`config.mk`:
```
export PLATFORM = sky130hd
export DESIGN_NAME = btn_conditioner
export DESIGN_NICKNAME = d
export VERILOG_FILES = /design/src/rtl/btn_conditioner.sv
export SDC_FILE = /design/constraint.sdc
export NUM_CORES = 1
export LEC_CHECK = 0
export ABC_CLOCK_PERIOD_IN_PS = 3000
export CAP_MARGIN = 20
export CORE_MARGIN = 4
export CORE_UTILIZATION = 40
export CTS_BUF_LIST = sky130_fd_sc_hd__clkbuf_4
export CTS_CLUSTER_DIAMETER = 30
export DETAILED_ROUTE_END_ITERATION = 7
export HOLD_SLACK_MARGIN = 0.15
export MAX_ROUTING_LAYER = met4
export PLACE_DENSITY_LB_ADDON = 0.12
export SLEW_MARGIN = 10
export SYNTH_ARGS = -nofsm -noshare
export SYNTH_HDL_FRONTEND = slang
export SYNTH_SLANG_ARGS = --single-unit
```
`constraint.sdc`:
```
create_clock -name clk -period 3 [get_ports clk]
set_input_delay 0.75 -clock clk [delete_from_list [all_inputs] [get_ports clk]]
set_output_delay 0.75 -clock clk [all_outputs]
set_load 0.1 [all_outputs]
```
`src/rtl/btn_conditioner.sv`:
```
// Push-button conditioner: 2-FF synchroniser, debounce FSM, press/release/repeat pulses
// and a sticky pend flag with ack. `release` is a reserved word, so that output is `rel`.
module btn_conditioner #(
    parameter logic [31:0] DB_CYCLES      = 32'd250000,
    parameter logic        REPEAT_EN      = 1'b1,
    parameter logic [31:0] REPEAT_DELAY   = 32'd25000000,
    parameter logic [31:0] REPEAT_PERIOD  = 32'd6250000,
    parameter logic        BTN_ACTIVE_LOW = 1'b0
) (
    input  logic clk,
    input  logic reset,
    input  logic btn,
    input  logic ack,
    output logic level,
    output logic press,
    output logic rel,
    output logic rep,
    output logic pend
);

    typedef enum logic [1:0] {
        IDLE,
        PRESS_WAIT,
        HELD,
        RELEASE_WAIT
    } state_t;

    state_t      state, state_n;
    logic [1:0]  sync;
    logic        btn_s;
    logic [31:0] cnt, cnt_n;
    logic [31:0] rcnt, rcnt_n;
    logic [31:0] rep_last;
    logic        rep_first, rep_first_n;
    logic        level_n, press_n, rel_n, rep_n, pend_n;

    always_ff @(posedge clk or negedge reset) begin
        if (!reset) begin
            sync <= {2{BTN_ACTIVE_LOW}};
        end else begin
            sync <= {sync[0], btn};
        end
    end

    assign btn_s = sync[1] ^ BTN_ACTIVE_LOW;

    // First repeat waits REPEAT_DELAY, later ones REPEAT_PERIOD.
    assign rep_last = rep_first ? (REPEAT_DELAY - 32'd1) : (REPEAT_PERIOD - 32'd1);

    always_comb begin
        state_n     = state;
        cnt_n       = cnt;
        rcnt_n      = rcnt;
        rep_first_n = rep_first;
        level_n     = level;
        press_n     = 1'b0;
        rel_n       = 1'b0;
        rep_n       = 1'b0;
        case (state)
            IDLE: begin
                if (btn_s) begin
                    state_n = PRESS_WAIT;
                    cnt_n   = '0;
                end
            end
            PRESS_WAIT: begin
                if (!btn_s) begin
                    state_n = IDLE;
                    cnt_n   = '0;
                end else if (cnt == DB_CYCLES - 32'd1) begin
                    state_n     = HELD;
                    cnt_n       = '0;
                    rcnt_n      = '0;
                    rep_first_n = 1'b1;
                    level_n     = 1'b1;
                    press_n     = 1'b1;
                end else begin
                    cnt_n = cnt + 32'd1;
                end
            end
            HELD: begin
                if (!btn_s) begin
                    state_n = RELEASE_WAIT;
                    cnt_n   = '0;
                end else if (REPEAT_EN) begin
                    if (rcnt == rep_last) begin
                        rep_n       = 1'b1;
                        rcnt_n      = '0;
                        rep_first_n = 1'b0;
                    end else begin
                        rcnt_n = rcnt + 32'd1;
                    end
                end
            end
            RELEASE_WAIT: begin
                // rcnt is left untouched here so a release bounce keeps the repeat schedule.
                if (btn_s) begin
                    state_n = HELD;
                    cnt_n   = '0;
                end else if (cnt == DB_CYCLES - 32'd1) begin
                    state_n = IDLE;
                    cnt_n   = '0;
                    level_n = 1'b0;
                    rel_n   = 1'b1;
                end else begin
                    cnt_n = cnt + 32'd1;
                end
            end
            default: begin
                state_n = IDLE;
                cnt_n   = '0;
                level_n = 1'b0;
            end
        endcase
        pend_n = (press_n || rep_n) ? 1'b1 : (ack ? 1'b0 : pend);
    end

    always_ff @(posedge clk or negedge reset) begin
        if (!reset) begin
            state     <= IDLE;
            cnt       <= '0;
            rcnt      <= '0;
            rep_first <= 1'b1;
            level     <= 1'b0;
            press     <= 1'b0;
            rel       <= 1'b0;
            rep       <= 1'b0;
            pend      <= 1'b0;
        end else begin
            state     <= state_n;
            cnt       <= cnt_n;
            rcnt      <= rcnt_n;
            rep_first <= rep_first_n;
            level     <= level_n;
            press     <= press_n;
            rel       <= rel_n;
            rep       <= rep_n;
            pend      <= pend_n;
        end
    end

endmodule

```
==> results.py <==
metrics = {
    "worst_setup_path": {
        "reg2regPathDepth": 6,
        "critPathKind": "reg -> reg",
        "end_kind": "register",
        "reg2reg_slack_ps": 320,
        "cpMaxStageDelayCell": "nor4_1",
        "cp_top_family": "simple AND/OR/NAND/NOR gates",
        "crit_fanout": 29,
        "cpPeakStageDelay_ps": 490,
        "cp-startpoint": "rcnt[24]",
        "start_kind": "register",
        "regToRegEndpoint": "rcnt[12]",
        "critPathArrivalTime_ps": 2980,
        "crit_chain": "or3_1, nor4_1, o2111ai_4, buf_4, a41oi_1, a31oi_1",
        "crit_buf_inv": 1,
        "worstPathRequired_ps": 3300,
        "r2r_start": "rcnt[24]",
    },
    "run": {
        "max_cap_viol_count": 0,
    },
    "grt": {
        "antenna_found_initial": 0,
        "track_usage": 0.185,
        "grt_max_degree": 52,
        "grt_overflow": 0,
        "grt_pass1_vias": 3598,
        "grt_pass1_wl_um": 18500,
    },
    "final_layout": {
        "final_area_um2": 4620,
        "multi_input_area_um2": 2310,
        "final_cells": 614,
        "ff_latch_area_um2": 1850,
        "design.final.nets": 479,
        "area_delta_synth_final_pct": 7.99,
        "drive_gt1_frac": 0.109,
        "fillerInstances": 1046,
        "antennaDiodeCount": 0,
    },
    "sta": {
        "tightestPinTransition_ps": 771,
        "rsz0062_at_grt": "false",
        "slew_violations": 0,
        "hold_viol": 0,
        "setup_ws_ps": 321,
        "finalClockSkew_ps": 19.7,
        "timing.fmax_ghz": 0.373,
        "fin_crit_ps": 2680,
        "finalSetupViolCount": 0,
        "hold_ws_ps": 290,
        "relSlewSlack": 0.486,
        "fin_crit_sh": 0.893,
        "fin_tns_setup_ps": 0,
    },
    "synth": {
        "netlist_area_um2": 4280,
        "syn_area_per_cell_um2": 9.12,
        "yosysWarnings": 0,
        "synth-edff-count": 0,
        "async_flop_share": 1.00,
        "synth.area.top_cells": "dfrtp_1 (43%), a31oi_1 (6.7%), nand3_1 (5.4%), nand2_1 (3.2%), a41oi_1 (3.1%)",
        "synth_ff_type": "dfrtp_1",
        "synth_top_area_share": 0.427,
        "syn_inst": 469,
        "synth_most_common_cell": "dfrtp_1",
        "synth_area_leader_cell": "dfrtp_1",
        "synth_seq_cells": 74,
        "seq_area_frac_synth": 0.433,
        "ys_top_cells_by_count": "dfrtp_1 (73), a31oi_1 (46), nand3_1 (46), nand2_1 (36), clkbuf_1 (21)",
        "ys_types": 54,
        "synth_nets": 475,
    },
    "pwr": {
        "power_density_nw_per_um2": 352,
        "netSwitchingFraction": 0.255,
        "internal_power_mw": 1.21,
        "pwr-share-comb": 0.048,
        "switching_power_mw": 0.415,
        "leakagePower_nw": 1.88,
        "max-vdd-ir-drop_v": 0.000180,
        "p_clk_frac": 0.325,
        "sequentialPowerShare": 0.627,
    },
    "clock_network": {
        "cts-resized-gates": 0,
        "cts.clk_slew.worst_paths_ps": 130,
        "cts-root-buf": "clkbuf_4",
        "clk_path_buf_depth": 2,
        "h-tree-depth": 3,
        "post-cts-setup-buffers": 0,
        "cts-buffers-inserted": 9,
        "cts_hold_buf": 0,
        "cts_sinks": 74,
        "cts_tree": "built",
        "clock_latency_ps": 420,
    },
    "floorplanning": {
        "ios": 9,
        "coreArea_um2": 10400,
        "die_x_um": 111,
        "row_count": 37,
        "fp.dieArea_um2": 12400,
        "start_util": 0.412,
        "die_y_um": 111,
    },
    "drt": {
        "via_per_inst": 6.19,
        "ant_nets": 0,
        "wire_per_inst_um": 17.4,
        "drc": 0,
        "drt-pass1-iter-count": 4,
        "routed_wl_um": 10700,
        "drtIter0Drc": 209,
        "num_vias": 3799,
    },
    "placed_design": {
        "placed_cells": 598,
        "dp_slack_ps": 462,
        "postPlaceCellArea_um2": 4510,
        "place.detailed.hpwl_um": 6930,
        "gp_congestion": 0.872,
        "port_buffers": 8,
    },
    "hold_path": {
        "worstHoldPathType": "in -> async",
    },
    "status": {
        "status": "completed",
    },
}
-- metrics by stage --
step	util	power, mW
floorplan	-	1.08
global placement	0.435	1.12
detailed placement	0.435	1.12
CTS	0.445	1.66
global route	0.445	1.71
finish	0.445	1.62
-- how the worst max path moves through the flow --
stage / slack [ps] / cells past startpoint / endpoint
after floorplan: 880 / 6 / rcnt[30]
after global placement: 490 / 6 / rcnt[19]
after detailed placement: 460 / 6 / rcnt[12]
after CTS: 400 / 6 / rcnt[19]
after global routing: 40 / 6 / rcnt[12]
final: 320 / 6 / rcnt[12]
-- power groups by stage --
stage | combinational, mW | sequential [mW] | clock (mW)
CTS | 0.0805 | 1.02 | 0.559
floorplan | 0.0431 | 1.04 | 0
global route | 0.0902 | 1.02 | 0.599
finish | 0.0785 | 1.02 | 0.527
detailed placement | 0.0806 | 1.04 | 0
global placement | 0.0791 | 1.04 | 0
-- kinds of logic (layout without fill, tap and decap cells) --
logic type                 Yosys count  in the layout  synth area share
DFF                                 74             74             0.433
and+or+nand+nor                    218            218             0.300
buffers and inverters               34             43            0.0316
xor gates and xnor gates             1              1           0.00205
adders and majority gates            2              2           0.00585
AOI/OAI and AO/OA                  134            134             0.213
muxes                                6              6            0.0143
-- final cells by class --
cell class	count	share of cell area
clock buffer	11	0.0179
clock inverter	5	0.00488
inverter	7	0.00569
multi-input combinational	361	0.500
sequential	74	0.401
tap	136	0.0368
timing repair buffer	20	0.0336
-- registers in the layout (all words and copies together), names as in the netlist, named ones only --
signal and flops:
cnt 32, level 1, pend 1, press 1
rcnt 32, rel 1, rep 1, rep_first 1
state 1, sync 2
-- placed cells by master (no fill, tap or decap), drive strengths merged, types with 10 or more instances in the layout --
| master | instances |
|---|---|
| a41oi | 15 |
| nor3 | 19 |
| nor4 | 11 |
| o21ai | 20 |
| buf | 18 |
| nand2 | 37 |
| nand3b | 12 |
| clkbuf | 11 |
| nand3 | 47 |
| nand4 | 20 |
| nor2 | 20 |
| and3 | 10 |
| a21o | 12 |
| a21oi | 17 |
| dfrtp | 73 |
| a31oi | 47 |
-- per-layer routing --
layer / track usage / up-vias / routed length (um)
met4: 0.0722 / 0 / 163
met2: 0.247 / 82 / 4620
met3: 0.0288 / 12 / 440
li1: - / 1856 / -
met5: - / - / 0
met1: 0.279 / 1849 / 5450
Power figures use the tool's default switching activity.
